<file path="src/rtl/adder_rshift8bit.sv">
// Pipelined divide-by-255 datapath: a fixed add/shift chain computing floor(X/255),
// plus the two combinational leaf primitives it is built from.

module adder (
    input  logic [31:0] a,
    input  logic [31:0] b,
    output logic [31:0] s
);
    // Carry-out is intentionally dropped: sums wrap mod 2^32.
    assign s = a + b;
endmodule

module rshift8bit (
    input  logic [31:0] a,
    output logic [31:0] s
);
    assign s = {8'b0, a[31:8]};
endmodule

module adder_rshift8bit #(
    parameter int unsigned W = 32
) (
    input  logic         clk,
    input  logic         rst,
    input  logic         in_valid,
    input  logic [W-1:0] x_in,
    output logic         out_valid,
    output logic [W-1:0] y_out
);
    logic [W-1:0] x_q, x_d;
    logic         v1_q;
    logic [W-1:0] y_q, y_d;
    logic         ov_q;

    logic [W-1:0] x1, t1, t2, t3, t4, t5, t6, y_comb;

    // Y = ((((((X+1)>>8)+X1)>>8)+X1)>>8 + X1) >> 8, every sum truncated to W bits.
    adder      u_a0 (.a(x_q), .b(32'd1), .s(x1));
    rshift8bit u_s0 (.a(x1),  .s(t1));
    adder      u_a1 (.a(t1),  .b(x1),    .s(t2));
    rshift8bit u_s1 (.a(t2),  .s(t3));
    adder      u_a2 (.a(t3),  .b(x1),    .s(t4));
    rshift8bit u_s2 (.a(t4),  .s(t5));
    adder      u_a3 (.a(t5),  .b(x1),    .s(t6));
    rshift8bit u_s3 (.a(t6),  .s(y_comb));

    always_comb begin
        x_d = x_q;
        y_d = y_q;
        if (in_valid) x_d = x_in;
        if (v1_q)     y_d = y_comb;
    end

    always_ff @(posedge clk) begin
        if (rst) begin
            x_q  <= '0;
            v1_q <= 1'b0;
            y_q  <= '0;
            ov_q <= 1'b0;
        end else begin
            x_q  <= x_d;
            v1_q <= in_valid;
            y_q  <= y_d;
            ov_q <= v1_q;
        end
    end

    assign y_out     = y_q;
    assign out_valid = ov_q;
endmodule

</file>
<file path="config.mk">
export PLATFORM = sky130hd
export DESIGN_NAME = adder_rshift8bit
export DESIGN_NICKNAME = d
export VERILOG_FILES = /design/src/rtl/adder_rshift8bit.sv
export SDC_FILE = /design/constraint.sdc
export NUM_CORES = 1
export LEC_CHECK = 0
export ABC_AREA = 1
export BUFFER_PORTS_ARGS = -buffer_cell sky130_fd_sc_hd__buf_2
export CELL_PAD_IN_SITES_DETAIL_PLACEMENT = 1
export CELL_PAD_IN_SITES_GLOBAL_PLACEMENT = 2
export CORE_MARGIN = 4
export CORE_UTILIZATION = 32
export CTS_CLUSTER_DIAMETER = 150
export DETAILED_ROUTE_END_ITERATION = 16
export PLACE_DENSITY = 0.83
export SLEW_MARGIN = 40
export SYNTH_ARGS = -nofsm -noshare
export SYNTH_HDL_FRONTEND = slang
export SYNTH_HIERARCHICAL = 1
export SYNTH_SLANG_ARGS = --single-unit
</file>
<file path="constraint.sdc">
create_clock -name clk -period 7.4 [get_ports clk]
set_input_delay 1.11 -clock clk [delete_from_list [all_inputs] [get_ports clk]]
set_output_delay 1.11 -clock clk [all_outputs]
set_load 0.005 [all_outputs]
</file>
Word-level counts from Yosys, hierarchy flattened
Cells that the tools add are included.
{"block": "totals", "mem_bits_rw": 0, "inputBits": 35, "regBits": 58, "latchBits": 0, "n_memories": 0, "output_inout_bits": 33, "wordCells": 8, "rom_bits": 0}
{"block": "op_classes", "n_div": 0, "n_lt_le_gt_ge": 0, "n_mux": 0, "n_reduce_logical": 0, "addsub": 4, "bitwise_logic": 0, "n_mul": 0, "shifts": 0, "eq_ne": 0}
{"cell": "$add A24 B32 Y32", "n": 3}
{"cell": "$add A32 B1 Y32 const B", "n": 1}

Logic depth before layout (Yosys ltp)
{"block": "logic_depth", "ltp_word": 4, "mapped_depth": 53, "ltp_nobuf": 49}

By module
The synthesis kept the hierarchy.
{"mod": "adder at u_a0 ...", "seq_area_each_um2": 0.0, "instances": 2, "area_per_inst_um2": 2384.8, "cells_each": 494}
{"mod": "adder at u_a2 ...", "seq_area_each_um2": 0.0, "instances": 2, "area_per_inst_um2": 2323.5, "cells_each": 491}
{"mod": "adder_rshift8bit", "seq_area_each_um2": 1321.3, "instances": 1, "area_per_inst_um2": 2695.1, "cells_each": 413}
{"mod": "rshift8bit", "seq_area_each_um2": 0.0, "instances": 4, "area_per_inst_um2": 244.0, "cells_each": 33}

Worst setup path before layout
OpenSTA, ideal clock, no wires.
{"block": "synth_path", "kind": "register to register", "startpoint": "register x_q[0]", "endpoint": "register y_q[20], in the netlist y_out[20]", "path_stages_with_launch": 42, "t_required_ps": 7287, "path_slack_ps": 1656, "setup_time_ps": 113, "t_arrival_ps": 5631, "period_less_slack_ps": 5744, "n_path_buf": 4, "cell_sequence": "dfxtp_1 ha_1 fa_1 nand3_1 nand3_2 nand2_1 nand2_2 xor2_1 buf_4 ha_1 fa_1 nand3_1 nand3_2 nand2_1 nand2_2 xor2_1 buf_4 ha_1 [... 6 more ...] buf_4 ha_1 fa_1 nand3_1 nand3_1 nand2_1 nand2_2 nand2_1 nand2_2 nand2_1 nand2_1 nand2_1 nand2_1 buf_4 inv_1 nand2_1 nand2_1 nor2_1"}
{"block": "synth_via", "elab_chain_len": 4}
{"element": "start, declared", "line_no": "30", "source": "logic [W-1:0] x_q, x_d;"}
{"element": "start signal, assigned", "line_no": "56", "source": "x_q <= '0;"}
{"element": "start signal, assigned", "line_no": "61", "source": "x_q <= x_d;"}
{"element": "$add A32 B1 Y32", "line_no": "10", "source": "assign s = a + b;"}
{"element": "net x1[8]", "line_no": "35", "source": "logic [W-1:0] x1, t1, t2, t3, t4, t5, t6, y_comb;"}
{"element": "$add A24 B32 Y32", "line_no": "10"}
{"element": "net t2[8]", "line_no": "35"}
{"element": "$add A24 B32 Y32", "line_no": "10"}
{"element": "net t4[8]", "line_no": "35"}
{"element": "$add A24 B32 Y32", "line_no": "10"}
{"element": "net t6[28]", "line_no": "35"}
{"element": "end signal, assigned", "line_no": "63", "source": "y_q <= y_d;"}
{"element": "end, declared", "line_no": "32", "source": "logic [W-1:0] y_q, y_d;"}
The timed path passes the listed nets, and every way through them passes these cells.
A chain may end at the register's enable or synchronous reset.

Final worst setup path
{"block": "layout_path", "startpoint": "register x_q[0]", "endpoint": "register y_q[16], in the netlist y_out[16]"}
The elaborated chain is that of the path after synthesis.

==> out/qor.txt <==
Max Slew Vio Count = 0
clock sink total = 66
die span in x = 209.0 um
final core occ = 33.76%
Placement Cell Area = 13130 um2
antenna-violating nets left = 0
1st-iter DRT viols = 493
post-route cell area = 13440 um2
via/cell ratio = 4.462
final setup margin = 895.3 ps
Slew @ Worst Pin = 828.2 ps
Synth Instances = 2496
CTS Buf Count = 9
Setup Buffers After CTS = 0
grt ovf = 0
Max-slew headroom = 44.60%
CP max stage cell = ha_1
Max stage delay on crit path = 480 ps
Crit Path Class = flop to flop
vias post-DR = 13500
Skew-Pair Late Insertion Delay = 360 ps
Post-CTS Hold Buffers = 0
first-pass GRT wire length = 70.21 mm
Final Setup Violations = 0
CTS H-tree lvls = 3
pin count of the biggest net entering global routing = 66
CP endpoint kind = flop
critical path peak fanout = 5
vias in the first global route = 13890
Worst Hold Class = flop to flop
skew final = 8.816 ps
first drt pass iteration count = 5
ant diodes = 0
Final period util = 87.90%
CP Launch Type = flop
unrepaired setup endpoints after global routing = no
fill count = 5791
WP data arrival = 6800 ps
setup TNS = 0 ps
port bufs = 67
Max Fclk = 153.7 MHz
Tot GR Track Use = 19.80%
Synth Area per Inst = 5.179 um2
Core Footprint = 39820 um2
data required time of the worst path = 7700 ps
# resized after CTS = 0
Static Leak = 8.918 nW
max-cap violation count = 0
cell mode on critical path = nand2_1
P per Cell Area = 391.4 nW/um2
DP HPWL = 37.29 mm
Top Ports = 68
Clk pin slew, worst setup/hold paths = 60 ps
DRC viols = 0
CTS max path bufs = 2
CTS Root Cell = clkbuf_16
layout net count = 2658
final hold violation count = 0
Mapped Area = 12930 um2
Tmin final = 6505 ps
yosys warns = 6
outcome = finished, final reports clean
CTS tree = built
multi-input logic area = 8808 um2
chip height = 209.0 um
RePlAce Congestion = 0.9001
share of post-route cells with drive strength above 1 = 6.840%
num rows = 73
Syn-to-layout area delta = 3.998%
Sequential Area = 1323 um2
antenna violations before repair = 0
Initial Utilization = 32.46%
wire per inst = 14.18 um
total wire length = 42.90 mm
pre-CTS WS = 905.5 ps
Hold WS = 468.4 ps
maximum VDD drop = 147.4 uV
Die ar. = 43670 um2
-- layout make-up --
class	instances	area share (%)
Tap cell	525	4.886
Multi-Input combinational cell	1826	65.52
Timing Repair Buffer	77	3.071
Clock buffer	12	1.908
Sequential cell	66	9.838
Clock inverter	4	0.3723
Inverter	515	14.40
-- final timing paths --
path              from   endpoint  slack, ps  depth (start not counted)
max             x_q[0]  y_out[16]        900                         40
min          y_out[14]  y_out[14]        470                          2
max reg2reg     x_q[0]  y_out[16]        900                         40
min reg2reg  y_out[14]  y_out[14]        470                          2
-- layer usage --
layer / track usage [%] / vias up / routed length, um / part of all wire [%]
li1: - / 7165 / - / -
met1: 25.64 / 6172 / 20350 / 47
met2: 35.63 / 129 / 20830 / 49
met3: 2.237 / 33 / 978 / 2.3
met4: 3.983 / 0 / 742 / 1.7
met5: 0 / - / 0 / 0
-- through the flow --
stage                     instances  power, W
final                          3025  0.005261
after detailed placement       3009  0.004801
after global routing           3025  0.005958
after CTS                      3025  0.005301
after floorplan                2555  0.004250
after global placement         3009  0.004705
-- flip-flops by register name, summed over array words and instances, names as in the netlist --
name       count
y_out         32
v1_q           1
out_valid      1
x_q           32
-- power by group --
group / internal (W) / switching (W)
sequential: 0.000396 / 0.0000194
combinational: 0.00139 / 0.00299
clock: 0.000279 / 0.000181
-- worst max-delay path, delay by kind of cell (launching register included) --
kind / cells / cell delay (ps)
adders and majority gates: 5 / 1970
AOI/OAI and AO/OA: 1 / 370
DFF: 1 / 310
buffers and inverters: 4 / 250
and+or+nand+nor: 30 / 3530
-- placed cells by master, fill, tap and decap left out, types with 4 or more instances in the layout --
| cell | n |
|---|---|
| nand2_1 | 1021 |
| inv_1 | 508 |
| nor2_1 | 282 |
| ha_1 | 124 |
| nand3_1 | 96 |
| a21oi_1 | 78 |
| buf_2 | 66 |
| dfxtp_1 | 65 |
| conb_1 | 65 |
| nand2_2 | 44 |
| xor2_1 | 39 |
| nor3_1 | 16 |
| nand4_1 | 14 |
| buf_4 | 11 |
| nand3_2 | 10 |
| clkbuf_16 | 9 |
| o21bai_1 | 8 |
| nor2_2 | 6 |
| inv_2 | 6 |
| a21o_1 | 4 |
| xnor2_1 | 4 |
| nor3_2 | 4 |
| fa_1 | 4 |
Note: power is estimated with default switching activity, not from simulation.
